<file path="config.mk">
export PLATFORM = sky130hd
export DESIGN_NAME = leading_zero_counter_flat
export DESIGN_NICKNAME = d
export VERILOG_FILES = /design/src/rtl/basic_circuits_pkg.sv /design/src/rtl/leading_zero_counter_if.sv /design/src/rtl/zero_check.sv /design/src/rtl/leading_zero_counter.sv /design/src/flat_wrapper.sv
export SDC_FILE = /design/constraint.sdc
export NUM_CORES = 1
export LEC_CHECK = 0
export ABC_AREA = 1
export CAP_MARGIN = 10
export CORE_ASPECT_RATIO = 2
export CORE_MARGIN = 3
export CORE_UTILIZATION = 50
export DETAILED_ROUTE_END_ITERATION = 7
export PLACE_DENSITY = 0.76
export SLEW_MARGIN = 20
export SYNTH_ARGS = -nofsm -noshare
export SYNTH_HDL_FRONTEND = slang
export SYNTH_SLANG_ARGS = --single-unit
</file>
<file path="constraint.sdc">
create_clock -name clk -period 1.8 [get_ports clk]
set_input_delay 0.27 -clock clk [delete_from_list [all_inputs] [get_ports clk]]
set_output_delay 0.27 -clock clk [all_outputs]
set_load 0.005 [all_outputs]
</file>
<file path="src/rtl/basic_circuits_pkg.sv">
// Shared definitions for the basic_circuits slice.
//   lzc_state_t  : control states of the leading-zero/one counter
//   lzc_cnt_w(n) : width of a count that must hold every value 0..n
package basic_circuits_pkg;

  typedef enum logic [1:0] {
    IDLE = 2'd0,
    SCAN = 2'd1,
    DONE = 2'd2
  } lzc_state_t;

  // Width needed to represent 0..n inclusive (n=32 -> 6 bits).
  function automatic int lzc_cnt_w(input int n);
    return $clog2(n + 1);
  endfunction

endpackage : basic_circuits_pkg

</file>
<file path="src/rtl/leading_zero_counter_if.sv">
// Request/response bundle between the execute stage and the CLZ/CLO unit.
//   start     : request strobe (requester -> unit)
//   ones      : 1 = count leading ones, 0 = leading zeros
//   a         : N-bit operand
//   busy      : unit is scanning
//   done      : one-cycle result strobe
//   count     : result 0..N, held until the next accepted start
//   all_match : result equals N
interface leading_zero_counter_if
  import basic_circuits_pkg::*;
#(
  parameter int N = 32
);

  localparam int CNT_W = lzc_cnt_w(N);

  logic             start;
  logic             ones;
  logic [N-1:0]     a;
  logic             busy;
  logic             done;
  logic [CNT_W-1:0] count;
  logic             all_match;

  modport master (
    output start, ones, a,
    input  busy, done, count, all_match
  );

  modport slave (
    input  start, ones, a,
    output busy, done, count, all_match
  );

endinterface : leading_zero_counter_if

</file>
<file path="src/rtl/zero_check.sv">
// Zero detector for an N-bit slice.
//   in    : slice under test
//   zero  : every bit of in is 0
//   nzero : at least one bit of in is 1
module zero_check #(
  parameter int N = 4
) (
  input  logic [N-1:0] in,
  output logic         zero,
  output logic         nzero
);

  assign nzero = |in;
  assign zero  = ~nzero;

endmodule : zero_check

</file>
<file path="src/rtl/leading_zero_counter.sv">
// Multi-cycle count-leading-zeros / count-leading-ones unit (MIPS CLZ/CLO).
// The operand is captured on an accepted start (inverted for CLO so that
// both operations reduce to counting leading zeros), then scanned MSB-first
// CHUNK bits per cycle. The scan stops at the first non-zero chunk.
//   clk  : clock, rising edge
//   rst  : synchronous active-high reset
//   bus  : slave side of leading_zero_counter_if
//          (start/ones/a in; busy/done/count/all_match out)
module leading_zero_counter
  import basic_circuits_pkg::*;
#(
  parameter int N     = 32,
  parameter int CHUNK = 4
) (
  input  logic                  clk,
  input  logic                  rst,
  leading_zero_counter_if.slave bus
);

  localparam int CNT_W   = lzc_cnt_w(N);
  localparam int NCHUNKS = N / CHUNK;
  localparam int IDX_W   = (NCHUNKS > 1) ? $clog2(NCHUNKS) : 1;

  if ((CHUNK < 1) || (CHUNK > N) || ((N % CHUNK) != 0) ||
      ((CHUNK & (CHUNK - 1)) != 0)) begin : g_bad_param
    $fatal(1, "leading_zero_counter: CHUNK must be a power of two dividing N");
  end

  // Position of the most significant set bit, counted from the chunk MSB.
  // Only meaningful for a non-zero chunk; the highest set bit is the last
  // one assigned in the loop and therefore wins.
  function automatic logic [CNT_W-1:0] lz(input logic [CHUNK-1:0] v);
    lz = '0;
    for (int i = 0; i < CHUNK; i++) begin
      if (v[i]) lz = CNT_W'(CHUNK - 1 - i);
    end
  endfunction

  lzc_state_t       state_q, state_d;
  logic [N-1:0]     sreg_q;
  logic [IDX_W-1:0] idx_q;
  logic [CNT_W-1:0] count_q;
  logic             all_match_q;

  logic [CHUNK-1:0] top;
  logic             chunk_zero;
  logic             chunk_nzero;
  logic             accept;
  logic             last_chunk;

  assign top        = sreg_q[N-1 -: CHUNK];
  assign accept     = bus.start && ((state_q == IDLE) || (state_q == DONE));
  assign last_chunk = (idx_q == IDX_W'(NCHUNKS - 1));

  zero_check #(.N(CHUNK)) u_zero_check (
    .in    (top),
    .zero  (chunk_zero),
    .nzero (chunk_nzero)
  );

  // NOTE: sequential state uses non-blocking assignments so every register
  // samples pre-edge values regardless of block ordering.
  always_ff @(posedge clk) begin
    if (rst) state_q <= IDLE;
    else     state_q <= state_d;
  end

  // NOTE: state_d gets a default before the case so no path leaves it
  // unassigned, which would infer a latch.
  always_comb begin
    state_d = state_q;
    unique case (state_q)
      IDLE: if (accept) state_d = SCAN;
      SCAN: if (!chunk_zero || last_chunk) state_d = DONE;
      DONE: state_d = accept ? SCAN : IDLE;
      default: state_d = IDLE;
    endcase
  end

  // Datapath. An accepted start always reloads, including from DONE, which
  // gives back-to-back operation without an idle bubble.
  always_ff @(posedge clk) begin
    if (rst) begin
      sreg_q      <= '0;
      idx_q       <= '0;
      count_q     <= '0;
      all_match_q <= 1'b0;
    end else if (accept) begin
      sreg_q      <= bus.ones ? ~bus.a : bus.a;
      idx_q       <= '0;
      count_q     <= '0;
      all_match_q <= 1'b0;
    end else if (state_q == SCAN) begin
      if (chunk_nzero) begin
        count_q <= count_q + lz(top);
      end else begin
        count_q <= count_q + CNT_W'(CHUNK);
        sreg_q  <= sreg_q << CHUNK;
        idx_q   <= idx_q + IDX_W'(1);
        if (last_chunk) all_match_q <= 1'b1;
      end
    end
  end

  // Every output comes straight from a register.
  assign bus.busy      = (state_q == SCAN);
  assign bus.done      = (state_q == DONE);
  assign bus.count     = count_q;
  assign bus.all_match = all_match_q;

endmodule : leading_zero_counter

</file>
<file path="src/flat_wrapper.sv">
// flat-port wrapper written by rule: the top's interface ports become plain ports
module leading_zero_counter_flat import basic_circuits_pkg::*;
#(
  parameter int N     = 32,
  parameter int CHUNK = 4
)
  (clk, rst, bus_start, bus_ones, bus_a, bus_busy, bus_done, bus_count, bus_all_match);
  leading_zero_counter_if #(.N(N)) bus_i ();
  input  logic clk;
  input  logic rst;
  input wire logic [$bits(bus_i.start)-1:0] bus_start;
  input wire logic [$bits(bus_i.ones)-1:0] bus_ones;
  input wire logic [$bits(bus_i.a)-1:0] bus_a;
  output wire logic [$bits(bus_i.busy)-1:0] bus_busy;
  output wire logic [$bits(bus_i.done)-1:0] bus_done;
  output wire logic [$bits(bus_i.count)-1:0] bus_count;
  output wire logic [$bits(bus_i.all_match)-1:0] bus_all_match;
  assign bus_i.start = bus_start;
  assign bus_i.ones = bus_ones;
  assign bus_i.a = bus_a;
  assign bus_busy = bus_i.busy;
  assign bus_done = bus_i.done;
  assign bus_count = bus_i.count;
  assign bus_all_match = bus_i.all_match;
  leading_zero_counter #(.N(N), .CHUNK(CHUNK)) u_core (.clk(clk), .rst(rst), .bus(bus_i));
endmodule
</file>
==> metrics.cfg <==
[outcome]
outcome=finished, final reports clean

[global_routing]
grt_max_degree=35
grt_usage=0.2246
grt_overflow_total=0
grt_pass1_wl_mm=10.87
antenna_found_initial=0
grt_pass1_vias=2547

[synth]
synth_top_area_frac=0.3417
ys_top_cells_by_count=nand2_1 (156), nand3_1 (67), dfxtp_1 (44)
yosysTopAreaCell=dfxtp_1
postSynthAreaPerCell_um2=6.151
ys_types=25
synthesis.area_mm2=0.002577
syn_inst=419
yosys-top-cells-area=dfxtp_1 (34%), nand2_1 (23%), nand3_1 (13%), a21oi_1 (8.2%), inv_1 (5.8%)
synth_edf_count=0
synth-seq-cells=44
async_reset_ff_frac=0
synth_ff_type=dfxtp_1
syn_nets=461
synth-warning-count=0
synth_most_common_cell=nand2_1
ys_seq_area_frac=0.3417

[clock_network]
ctsHoldBuffers=0
ctsHtreeMaxLevel=2
clkTransAtPathRegs_ns=0.08
cts_root_buffer=clkbuf_8
cts_buffer_depth=2
numClockSinks=44
cts_tree=yes
cts_made_buffers=5
insertion_delay_ns=0.30

[pwr]
leakagePower_nw=1.475
ir_drop_v=0.0006593
power_density_mw_per_mm2=725.8

[sta]
fin_ws_ns=0.09953
worst_pin_slew_ns=0.4738
slew_viol_final=0
fin_skew_ns=0.003332
max_slew_margin=0.6837
finalSetupViolCount=0
timing.setup.tns_ns=0
hold_violations=0
grt_setup_unrepaired=no
clock.fmax_mhz=588.1
period_needed_ns=1.700
finalCritPeriodShare=0.9447
hold_ws_ns=0.4769

[critical_path]
rr_startpoint=u_core.sreg_q[29]
critPathLaunchType=register
critical_path.startpoint=u_core.state_q[0]
worstPathArrival_ns=1.43
rr_worst_depth=9
reg2reg_setup_slack_ns=0.13
end_kind=primary output
path_max_fanout=5
path_class=register to primary output
crit_end=bus_busy
r2r_end=u_core.bus.count[4]
cp.required_ns=1.53

[placed_design]
gp_congestion=0.8354
pre_cts_slack_ns=0.1119
hpwl_mm=4.659
portBuffers=44

[finish]
layout-drive-gt1-share=0.07424
nFillCells=471
diodes=0
layout.nets=500
areaGrowthSynthToFinish_pct=23.01

[floorplanning]
row_count=36
io_pins=45
die_w_um=56.77
core-area_mm2=0.004910
die_area_mm2=0.006105
die_height_um=107.5
initial_core_util=0.5250

[hold_path]
min_path_type=register to register
hp-start=u_core.bus.all_match

[routing]
vias=2703
avgViaCountPerCell=5.249
ant_nets=0
drtPass1Iterations=4
drc=0
first_iter_violations=101
drt_wl_total_mm=6.429
wl_per_cell_um=12.48

[run]
max_cap_viol_count=0

-- metrics by stage --
stage          power (mW)  utilization  std cells  area (um2)
2_1_floorplan       1.508            -        419        2577
3_3_place_gp        1.695       0.6211        505        3049
3_5_place_dp        1.710       0.6211        505        3049
4_1_cts             2.302       0.6369        512        3127
5_1_grt             2.455       0.6458        515        3171
6_report            2.301       0.6458        515        3171
-- metal layers --
| layer | wire length [um] | GRT usage | part of all wire | vias up |
|---|---|---|---|---|
| met5 | 0 | 0 | 0 | - |
| met4 | 301 | 0.1310 | 0.047 | 0 |
| met3 | 225 | 0.04202 | 0.035 | 22 |
| met2 | 3491 | 0.4114 | 0.54 | 61 |
| met1 | 2411 | 0.2294 | 0.38 | 1223 |
| li1 | - | - | - | 1397 |
-- worst max-delay path, stage by stage, from the launching register on --
cell and delay, ns:
dfxtp_1 0.38, inv_2 0.07, nor2_4 0.16, clkdlybuf4s50_1 0.52
-- cell type report --
cell class                      instances  area, um2  share of cell area
Clock buffer                            6      72.57             0.02289
Clock inverter                          1      5.005            0.001579
Inverter                               43      161.4             0.05091
Multi-Input combinational cell        307       1428              0.4503
Sequential cell                        44      882.1              0.2782
Tap cell                               57      71.32             0.02249
Timing Repair Buffer                   57      550.5              0.1736
-- how the worst min path moves through the flow --
stage | end | slack, ns | cells past startpoint
floorplan | u_core.sreg_q[0] | 0.46 | 2
global placement | u_core.bus.count[5] | 0.45 | 2
detailed placement | u_core.bus.all_match | 0.47 | 2
CTS | u_core.sreg_q[15] | 0.49 | 2
global route | u_core.bus.count[5] | 0.50 | 2
finish | u_core.bus.all_match | 0.48 | 2
-- registers in the layout, indices dropped and copies added (netlist names) --
register and cells:
u_core.bus.all_match 1, u_core.state_q 2, u_core.bus.count 6, u_core.sreg_q 32
u_core.idx_q 3
-- logic make-up (layout without fill, tap and decap cells) --
logic type | after synthesis | count (layout) | synth area share
simple gates | 249 | 249 | 0.4102
buf+inv | 68 | 107 | 0.1121
xor+xnor | 1 | 1 | 0.003399
flops | 44 | 44 | 0.3417
fa+ha+maj | 6 | 6 | 0.03204
compound gates | 51 | 51 | 0.1005
-- power by group --
part	leakage [nW]	switching [mW]	internal (mW)
logic	1.07	0.356	0.255
registers	0.359	0.0499	1.04
clock network	0.0410	0.332	0.264
total	1.47	0.738	1.56
-- timing repair --
action / 4_1_cts / 5_1_grt
setup endpoints to repair: 0 / 5
buffers inserted: 0 / 3
gates resized for setup: 0 / 7
-- cells in the final DEF, fill, tap and decap left out --
cell and instances:
nand2_1 154, nand3_1 67, clkdlybuf4s50_1 44, dfxtp_1 43
inv_1 40, a21oi_1 40, nor2_1 18, buf_4 12
o21ai_0 6, ha_1 5, clkbuf_8 5, inv_2 3
nand2_2 3, a21oi_2 3, o21ai_1 2, nor2_4 1
nor2_2 1, nor3_2 1, nand3_4 1, nand2_4 1
nand3b_1 1, or2_1 1, xor2_1 1, fa_1 1
clkinv_2 1, clkbuf_1 1, buf_12 1, dfxtp_2 1
No activity file was read; power rests on OpenSTA's default activity.
